$ cat config.mk
export PLATFORM = sky130hd
export DESIGN_NAME = issue_scheduler_flat
export DESIGN_NICKNAME = d
export VERILOG_FILES = /design/src/rtl/issue_scheduler_if.sv /design/src/rtl/issue_scheduler.sv /design/src/flat_wrapper.sv
export SDC_FILE = /design/constraint.sdc
export NUM_CORES = 2
export LEC_CHECK = 0
export CORE_UTILIZATION = 48
export DETAILED_ROUTE_END_ITERATION = 10
export PLACE_DENSITY_LB_ADDON = 0.1
export SLEW_MARGIN = 10
export SYNTH_ARGS = -nofsm -noshare
export SYNTH_HDL_FRONTEND = slang
export SYNTH_SLANG_ARGS = --single-unit
$ cat constraint.sdc
create_clock -name clk -period 5 [get_ports clk]
set_input_delay 1 -clock clk [delete_from_list [all_inputs] [get_ports clk]]
set_output_delay 1 -clock clk [all_outputs]
set_load 0.05 [all_outputs]
$ cat src/rtl/issue_scheduler_if.sv
// Dispatch / wakeup / issue bundle between the issue scheduler and its neighbours.
// master = dispatch, writeback broadcast and issue consumer side; slave = scheduler.
interface issue_scheduler_if #(
  parameter int ENTRIES      = 64,
  parameter int PHYS_COUNT   = 128,
  parameter int WAKEUP_PORTS = 2
);
  localparam int ADDR_WIDTH      = $clog2(ENTRIES);
  localparam int PHYS_ADDR_WIDTH = $clog2(PHYS_COUNT);

  // Handshake: an instruction is accepted in a cycle where alloc_valid and
  // alloc_ready are both high (and clk_en high, flush low); alloc_addr is the
  // slot written. issue_valid is a one-cycle pulse naming issue_addr, suppressed
  // while issue_stall is high. wakeup_valid[p] qualifies wakeup_tag[p] alone.
  logic                                            alloc_valid;
  logic [1:0][PHYS_ADDR_WIDTH-1:0]                 alloc_src_addr;
  logic [1:0]                                      alloc_src_valid;
  logic [1:0]                                      alloc_src_ready;
  logic                                            alloc_ready;
  logic [ADDR_WIDTH-1:0]                           alloc_addr;
  logic [WAKEUP_PORTS-1:0]                         wakeup_valid;
  logic [WAKEUP_PORTS-1:0][PHYS_ADDR_WIDTH-1:0]    wakeup_tag;
  logic                                            issue_stall;
  logic                                            issue_valid;
  logic [ADDR_WIDTH-1:0]                           issue_addr;
  logic [ADDR_WIDTH:0]                             occupancy;

  modport master (
    output alloc_valid, alloc_src_addr, alloc_src_valid, alloc_src_ready,
    output wakeup_valid, wakeup_tag, issue_stall,
    input  alloc_ready, alloc_addr, issue_valid, issue_addr, occupancy
  );

  modport slave (
    input  alloc_valid, alloc_src_addr, alloc_src_valid, alloc_src_ready,
    input  wakeup_valid, wakeup_tag, issue_stall,
    output alloc_ready, alloc_addr, issue_valid, issue_addr, occupancy
  );
endinterface

$ cat src/rtl/issue_scheduler.sv
// Wakeup/select scheduler feeding the instruction queue: allocates slots, tracks
// source readiness, selects one ready slot per cycle. ISSUE_SCHED_AGE_ORDER_EN selects oldest-first.
module issue_scheduler #(
  parameter int ENTRIES      = 64,
  parameter int PHYS_COUNT   = 128,
  parameter int WAKEUP_PORTS = 2
) (
  input  logic               clk,
  input  logic               async_rst_n,
  input  logic               clk_en,
  input  logic               flush,
  issue_scheduler_if.slave   bus
);
  localparam int ADDR_WIDTH      = $clog2(ENTRIES);
  localparam int PHYS_ADDR_WIDTH = $clog2(PHYS_COUNT);
  localparam int OCC_W           = ADDR_WIDTH + 1;

  logic [ENTRIES-1:0]                          valid;
  logic [ENTRIES-1:0][1:0][PHYS_ADDR_WIDTH-1:0] tags;
  logic [ENTRIES-1:0][1:0]                     rdy;
  logic                                        issue_valid_q;
  logic [ADDR_WIDTH-1:0]                       issue_addr_q;
  logic [OCC_W-1:0]                            occupancy_q;

  logic                    alloc_found;
  logic [ADDR_WIDTH-1:0]   alloc_slot;
  logic                    alloc_fire;
  logic [1:0]              alloc_bypass;
  logic [ENTRIES-1:0][1:0] wake_hit;
  logic [ENTRIES-1:0]      eligible;
  logic                    sel_found;
  logic [ADDR_WIDTH-1:0]   sel_slot;
  logic                    issue_fire;

  always_comb begin : alloc_pick
    alloc_found = 1'b0;
    alloc_slot  = '0;
    for (int e = ENTRIES - 1; e >= 0; e--) begin
      if (!valid[e]) begin
        alloc_found = 1'b1;
        alloc_slot  = ADDR_WIDTH'(e);
      end
    end
  end

  assign alloc_fire = bus.alloc_valid & alloc_found & clk_en & ~flush;

  // Broadcast tag compare against every stored source and against the incoming
  // sources, so a producer finishing in the allocation cycle is never missed.
  always_comb begin : wake_match
    wake_hit     = '0;
    alloc_bypass = '0;
    for (int p = 0; p < WAKEUP_PORTS; p++) begin
      for (int s = 0; s < 2; s++) begin
        if (bus.wakeup_valid[p] && bus.wakeup_tag[p] == bus.alloc_src_addr[s])
          alloc_bypass[s] = 1'b1;
        for (int e = 0; e < ENTRIES; e++) begin
          if (bus.wakeup_valid[p] && bus.wakeup_tag[p] == tags[e][s])
            wake_hit[e][s] = 1'b1;
        end
      end
    end
  end

  always_comb begin : elig
    for (int e = 0; e < ENTRIES; e++)
      eligible[e] = valid[e] & rdy[e][0] & rdy[e][1];
  end

`ifdef ISSUE_SCHED_AGE_ORDER_EN
  // age[i][j] set means slot i was allocated before slot j.
  logic [ENTRIES-1:0][ENTRIES-1:0] age;

  always_comb begin : select_oldest
    logic blocked;
    blocked   = 1'b0;
    sel_found = 1'b0;
    sel_slot  = '0;
    for (int e = 0; e < ENTRIES; e++) begin
      blocked = 1'b0;
      for (int k = 0; k < ENTRIES; k++) begin
        if (k != e && eligible[k] && age[k][e])
          blocked = 1'b1;
      end
      if (!sel_found && eligible[e] && !blocked) begin
        sel_found = 1'b1;
        sel_slot  = ADDR_WIDTH'(e);
      end
    end
  end

  always_ff @(posedge clk or negedge async_rst_n) begin
    if (!async_rst_n) begin
      age <= '0;
    end else if (clk_en) begin
      if (flush) begin
        age <= '0;
      end else if (alloc_fire) begin
        // A new entry is younger than everything currently present.
        for (int j = 0; j < ENTRIES; j++) begin
          age[alloc_slot][j] <= 1'b0;
          age[j][alloc_slot] <= (ADDR_WIDTH'(j) != alloc_slot);
        end
      end
    end
  end
`else
  always_comb begin : select_lowest
    sel_found = 1'b0;
    sel_slot  = '0;
    for (int e = ENTRIES - 1; e >= 0; e--) begin
      if (eligible[e]) begin
        sel_found = 1'b1;
        sel_slot  = ADDR_WIDTH'(e);
      end
    end
  end
`endif

  assign issue_fire = sel_found & ~bus.issue_stall & clk_en & ~flush;

  always_ff @(posedge clk or negedge async_rst_n) begin
    if (!async_rst_n) begin
      valid         <= '0;
      tags          <= '0;
      rdy           <= '0;
      issue_valid_q <= 1'b0;
      issue_addr_q  <= '0;
      occupancy_q   <= '0;
    end else if (clk_en) begin
      if (flush) begin
        valid         <= '0;
        issue_valid_q <= 1'b0;
        occupancy_q   <= '0;
      end else begin
        for (int e = 0; e < ENTRIES; e++) begin
          if (valid[e])
            rdy[e] <= rdy[e] | wake_hit[e];
        end
        if (alloc_fire) begin
          valid[alloc_slot] <= 1'b1;
          tags[alloc_slot]  <= bus.alloc_src_addr;
          rdy[alloc_slot]   <= ~bus.alloc_src_valid | bus.alloc_src_ready | alloc_bypass;
        end
        // The allocated slot is never valid this cycle, so it cannot be sel_slot.
        if (issue_fire) begin
          valid[sel_slot] <= 1'b0;
          issue_valid_q   <= 1'b1;
          issue_addr_q    <= sel_slot;
        end else begin
          issue_valid_q   <= 1'b0;
        end
        case ({alloc_fire, issue_fire})
          2'b10:   occupancy_q <= occupancy_q + OCC_W'(1);
          2'b01:   occupancy_q <= occupancy_q - OCC_W'(1);
          default: occupancy_q <= occupancy_q;
        endcase
      end
    end
  end

  assign bus.alloc_ready = alloc_found;
  assign bus.alloc_addr  = alloc_slot;
  assign bus.issue_valid = issue_valid_q;
  assign bus.issue_addr  = issue_addr_q;
  assign bus.occupancy   = occupancy_q;
endmodule

$ cat src/flat_wrapper.sv
// flat-port wrapper written by rule: the top's interface ports become plain ports
module issue_scheduler_flat 
#(
  parameter int ENTRIES      = 64,
  parameter int PHYS_COUNT   = 128,
  parameter int WAKEUP_PORTS = 2
)
  (clk, async_rst_n, clk_en, flush, bus_alloc_valid, bus_alloc_src_addr, bus_alloc_src_valid, bus_alloc_src_ready, bus_wakeup_valid, bus_wakeup_tag, bus_issue_stall, bus_alloc_ready, bus_alloc_addr, bus_issue_valid, bus_issue_addr, bus_occupancy);
  issue_scheduler_if #(.ENTRIES(ENTRIES), .PHYS_COUNT(PHYS_COUNT), .WAKEUP_PORTS(WAKEUP_PORTS)) bus_i ();
  input  logic clk;
  input  logic async_rst_n;
  input  logic clk_en;
  input  logic flush;
  input wire logic [$bits(bus_i.alloc_valid)-1:0] bus_alloc_valid;
  input wire logic [$bits(bus_i.alloc_src_addr)-1:0] bus_alloc_src_addr;
  input wire logic [$bits(bus_i.alloc_src_valid)-1:0] bus_alloc_src_valid;
  input wire logic [$bits(bus_i.alloc_src_ready)-1:0] bus_alloc_src_ready;
  input wire logic [$bits(bus_i.wakeup_valid)-1:0] bus_wakeup_valid;
  input wire logic [$bits(bus_i.wakeup_tag)-1:0] bus_wakeup_tag;
  input wire logic [$bits(bus_i.issue_stall)-1:0] bus_issue_stall;
  output wire logic [$bits(bus_i.alloc_ready)-1:0] bus_alloc_ready;
  output wire logic [$bits(bus_i.alloc_addr)-1:0] bus_alloc_addr;
  output wire logic [$bits(bus_i.issue_valid)-1:0] bus_issue_valid;
  output wire logic [$bits(bus_i.issue_addr)-1:0] bus_issue_addr;
  output wire logic [$bits(bus_i.occupancy)-1:0] bus_occupancy;
  assign bus_i.alloc_valid = bus_alloc_valid;
  assign bus_i.alloc_src_addr = bus_alloc_src_addr;
  assign bus_i.alloc_src_valid = bus_alloc_src_valid;
  assign bus_i.alloc_src_ready = bus_alloc_src_ready;
  assign bus_i.wakeup_valid = bus_wakeup_valid;
  assign bus_i.wakeup_tag = bus_wakeup_tag;
  assign bus_i.issue_stall = bus_issue_stall;
  assign bus_alloc_ready = bus_i.alloc_ready;
  assign bus_alloc_addr = bus_i.alloc_addr;
  assign bus_issue_valid = bus_i.issue_valid;
  assign bus_issue_addr = bus_i.issue_addr;
  assign bus_occupancy = bus_i.occupancy;
  issue_scheduler #(.ENTRIES(ENTRIES), .PHYS_COUNT(PHYS_COUNT), .WAKEUP_PORTS(WAKEUP_PORTS)) u_core (.clk(clk), .async_rst_n(async_rst_n), .clk_en(clk_en), .flush(flush), .bus(bus_i));
endmodule
Word level (Yosys, flattened, before mapping) --
Index checks and enable logic that the tools add are counted.
Storage, ports and cells: output and inout port bits 21, register bits 1102, word-level logic and storage cells 1665
Cells by class: bitwise gates (word level) 206, reductions and logical operators 267, magnitude comparators 4, multiplexer cells 728, equality and inequality tests 262, add/subtract/negate cells 2
Operators by type and width (count):
- 7-bit equality test | 260
- 896-bit bitwise mux | 1
- 6-bit 2-to-1 mux | 128
- 1-bit 2-to-1 mux | 392
- 2-bit 2-to-1 mux | 193
- 64-bit 2-to-1 mux | 5
- 1-bit logical AND | 262
- 1-bit AND | 134
- 2-bit bitwise OR | 66
- 128-bit bitwise mux | 1
- 128-bit 2-to-1 mux | 1
- 14-bit demux with 6-bit select | 1
- 64-bit AND | 1
- 64-bit inverter | 1
- 64-bit bitwise OR | 1
- 6-bit by 7-bit less-than comparator with 1-bit output, second input constant | 2
- 14-bit 2-to-1 mux | 1
- 7-bit one-hot mux with 2 select lines | 1
- 1-bit demux with 6-bit select | 2
- 2-bit demux with 6-bit select | 1
- 6-bit by 1-bit greater-or-equal comparator with 1-bit output, second input constant | 2
- 7-bit by 1-bit adder with 7-bit output, second input constant | 1
- 7-bit 2-to-1 mux | 1
- 7-bit by 1-bit subtractor with 7-bit output, second input constant | 1
- other kinds (7) | 10

Depth between registers and ports, before layout --
depth in word-level cells 75, depth in mapped cells 17, gate-level depth less buffers 15

Worst setup path after synthesis --
OpenSTA, ideal clock, no wires.
path type reg-to-reg, start reg u_core.valid[33], end reg u_core.occupancy_q[6] (netlist: u_core.bus.occupancy[6]), data required time 4.866 ns, slack 0.572 ns, stages on the path, launching flop included 16, period minus slack after synthesis 4.428 ns, path buffers 1, data arrival time 4.294 ns, cells stage by stage dfrtp_1 > clkbuf_1 > nand4_1 > nor4_1 > nand4_1 > and2_1 > nor2_1 > ha_1 > a21o_1 > a21oi_1 > nor2b_1 > o21a_1 > or3_1 > mux2i_1 > mux2i_1 > o22ai_1
RTL lines:
- start: declaration | RTL line issue_scheduler.sv:18 | logic [ENTRIES-1:0] valid;
- start signal: assignment | RTL line issue_scheduler.sv:124 | valid <= '0;
- start signal: assignment | RTL line issue_scheduler.sv:132 | valid <= '0;
- start signal: indexed assignment | RTL line issue_scheduler.sv:141 | valid[alloc_slot] <= 1'b1;
- 1-bit 2-to-1 mux (*) (34 in series) | RTL line issue_scheduler.sv:39 | if (!valid[e]) begin
- net bus_alloc_ready | RTL line flat_wrapper.sv:21 | output wire logic [$bits(bus_i.alloc_ready)-1:0] bus_alloc_ready;
- 1-bit AND (*) (3 in series) | RTL line issue_scheduler.sv:46 | assign alloc_fire = bus.alloc_valid & alloc_found & clk_en & ~flush;
- 2-bit by 1-bit equality test with 1-bit output or 2-bit equality test (tied branches) | RTL line issue_scheduler.sv:153 | case ({alloc_fire, issue_fire})
- 7-bit one-hot mux with 2 select lines or 3-bit nonzero test (tied branches)
- 7-bit 2-to-1 mux or 2-bit AND reduction (tied branches)
- end signal: assignment | RTL line issue_scheduler.sv:154 | 2'b10: occupancy_q <= occupancy_q + OCC_W'(1);
- end signal: assignment | RTL line issue_scheduler.sv:155 | 2'b01: occupancy_q <= occupancy_q - OCC_W'(1);
- end signal: assignment | RTL line issue_scheduler.sv:156 | default: occupancy_q <= occupancy_q;
- end: declaration | RTL line issue_scheduler.sv:23 | logic [OCC_W-1:0] occupancy_q;
Mark *: on every way through the listed nets, which the timed path passes. The rest lies on a longest branch. A chain may end at the register's enable or synchronous reset.

Final worst setup path --
start reg u_core.valid[44], end out bus_alloc_addr[4]
On the way: cells in the longest elaborated chain, start to end 45
Ends and longest elaborated chain:
- 6-bit 2-to-1 mux (45 in series) | RTL line issue_scheduler.sv:39
- end: declaration | RTL line flat_wrapper.sv:22 | output wire logic [$bits(bus_i.alloc_addr)-1:0] bus_alloc_addr;
Every way passes these cells.

==> impl_results.md <==
- Final min period: 4.91 ns
- Static leakage: 31.8 nW
- # fillers: 12,269
- Max Slew Vio Count: 0
- Hold WC Path Type: input port to async pin
- Crit path arrival time: 3.91 ns
- Post-DRT Antenna Nets: 0
- Initial DRC count: 4,413
- Mean post-synth cell area: 10.6 um^2
- Clk sinks: 1,102
- Critical path class: flip-flop to output pin
- Vias in the first global route: 50,269
- First-pass GRT wire length: 345,000 um
- Post-synth ARST share: 100%
- Clk_skew: 0.0325 ns
- Sequential power share: 42.1%
- Max Buffers Root-to-Sink: 3
- Sw Ratio: 27.1%
- Net Switching: 0.00592 W
- Number of max-cap violations: 0
- Flops & latches, synth: 1,102
- Fin. Hold Viols: 0
- Die X: 376 um
- Final WL: 233,000 um
- Final Power: 0.0218 W
- Placed insts: 7,949
- Final setup violating endpoints: 0
- Overflow after GRT: 0
- Initial antenna violation count: 6
- Final nets: 6,270
- Synth area leaders: dfrtp_1, xnor2_1, mux2_2
- Area of the core: 138,000 um^2
- Seq/Total Area, Yosys: 41.0%
- Peak VDD IR: 255 uV
- All-Layer GR Usage: 32.9%
- Clock transition at path regs: 0.06 ns
- Critical Path Start Type: flip-flop
- Largest net degree at the start of global routing: 115
- Num CTS Buffers: 136
- CTS Root Cell: clkbuf_16
- Share of the synthesized area in the top cell type: 41.0%
- Non-Filler Instances: 8,197
- Residual DRC: 0
- Setup TNS: 0 ns
- RSZ-0062 raised after global routing: false
- FP Rows: 136
- F_max: 204 MHz
- Combinational power share: 11.8%
- Gpl congestion: 1.01
- Ratio of cells with drive above 1 in the final layout: 22.5%
- Post-synth top flop: dfrtp_1
- Die area: 141,000 um^2
- # resized after CTS: 0
- Ys Warns: 0
- Slew HR: 23.9%
- CTS H-tree depth: 4
- Syn Inst Count: 6,312
- EDFF count, synth: 0
- Period utilization: 98.2%
- Vias per cell: 6.12
- Mapped cell area: 67,200 um^2
- Clock Latency Late Sink: 0.80 ns
- Initial Util: 48.6%
- Num ports: 61
- P_int: 0.0159 W
- Final Worst Setup Slack: 0.0881 ns
- CP endpoint kind: output pin
- Post-CTS Setup Repair Bufs: 0
- Syn_nets: 6,358
- Via count: 50,200
- Clock share of power: 46.1%
- Crit-path max FO: 7
- Pre-CTS WS: 0.584 ns
- Yosys cell types: 81
- WHS: 0.240 ns
- Post-CTS Hold Fix Bufs: 0
- Outcome: finished clean
- Router iterations before antenna repair: 6
- Port Buffers: 60
- Yosys top cell by area: dfrtp_1
- Worst-Margin Slew: 1.13 ns
- Post-DP HPWL: 140,000 um
- Chip Height: 376 um
- WP data required: 4.00 ns
- Power per cell area: 292 nW/um^2
- Area growth, synth to finish: 11.4%
- WL/cell: 28.4 um
- CTS tree: done
-- cell usage in the layout (no fill, tap or decap), types with 20 or more instances in the layout --
master / synthesis / final
xnor2_1: 1336 / 1336
dfrtp_1: 1102 / 1102
mux2_2: 841 / 841
xor2_1: 489 / 489
nand4_1: 466 / 466
nor2_1: 264 / 264
nand2_1: 234 / 233
buf_4: 7 / 178
o21ai_0: 166 / 166
a21oi_1: 163 / 163
clkbuf_16: 0 / 140
nand3_1: 96 / 96
nor4_1: 93 / 93
o221a_2: 69 / 69
buf_12: 0 / 46
inv_1: 42 / 42
o21a_1: 39 / 39
clkbuf_1: 276 / 38
a211oi_1: 33 / 33
nor3_2: 26 / 32
mux2i_1: 32 / 32
clkbuf_8: 0 / 27
clkdlybuf4s50_1: 0 / 27
o31ai_1: 24 / 24
and3_1: 23 / 23
a2bb2oi_1: 20 / 20
-- stage by stage --
step | util [%] | cell area, um^2
after floorplan | - | 67200
after global placement | 50.9 | 70400
after detailed placement | 50.9 | 70400
after CTS | 54.2 | 74800
after global routing | 54.2 | 74800
final | 54.2 | 74800
-- worst paths after layout --
path / start / endpoint / slack (ns) / depth (start not counted)
min: async_rst_n / u_core.tags[74] / 0.24 / 1
min in group clk: u_core.bus.issue_addr[2] / u_core.bus.issue_addr[2] / 0.50 / 2
max in group asynchronous: async_rst_n / u_core.tags[547] / 3.47 / 2
max: u_core.valid[44] / bus_alloc_addr[4] / 0.09 / 6
max reg2reg: u_core.valid[62] / u_core.bus.occupancy[6] / 0.60 / 14
min reg2reg: u_core.bus.issue_addr[2] / u_core.bus.issue_addr[2] / 0.50 / 2
-- layout make-up --
type,instances,area (um^2),share of cell area [%]
repair buffers,269,2790,3.72
well taps,1863,2330,3.11
inverters,44,165,0.221
flip-flops and latches,1102,27600,36.8
clock inverters,39,450,0.602
multi-input cells,4671,37500,50.1
diodes,4,10.0,0.0134
clock buffers,205,4020,5.37
-- worst max-delay path, stage by stage (launching register included) --
cell,delay [ns]
dfrtp_1,0.57
nand4_1,0.35
nor4_1,0.35
buf_4,0.19
nand2b_1,0.11
a21oi_1,0.59
clkdlybuf4s50_1,0.93
-- registers in the layout, summed over array words and instances, names as in the netlist --
register,count
u_core.valid,64
u_core.bus.issue_valid,1
u_core.bus.issue_addr,6
u_core.rdy,128
u_core.tags,896
u_core.bus.occupancy,7
-- synth_stat cells, types with 26 or more instances --
cell      instances
buf_1           134
xnor2_1        1336
nand4_1         466
nand2_1         234
o221a_2          69
mux2i_1          32
clkbuf_1        276
dfrtp_1        1102
a21oi_1         163
mux2_2          841
xor2_1          489
nand3_1          96
inv_1            42
nor4_1           93
nor2_1          264
buf_2            72
o21ai_0         166
o21a_1           39
a211oi_1         33
nor3_2           26
-- cells by family after synthesis --
logic type	Yosys count	synth area share, %
adder cells (fa/ha/maj)	6	0.123
multiplexers	889	14.8
AO/OA/AOI/OAI	635	6.49
AND/OR/NAND/NOR	1316	10.5
flip-flops	1102	41.0
buffers and inverters	539	3.22
XOR/XNOR	1825	23.8
-- layer usage --
| metal | track usage, % | wire length [um] |
|---|---|---|
| met4 | 10.2 | 6520 |
| met2 | 50.9 | 106000 |
| met1 | 47.1 | 105000 |
| met3 | 5.20 | 15800 |
| met5 | 0 | 0 |
-- power groups by stage --
stage,Sequential (W),Combinational (W),Clock [W]
after floorplan,0.00936,0.00150,0
after global placement,0.00935,0.00252,0
after detailed placement,0.00935,0.00254,0
after CTS,0.00919,0.00255,0.0102
after global routing,0.00921,0.00271,0.0106
final,0.00919,0.00256,0.0101
(Power assumes the default switching activity.)
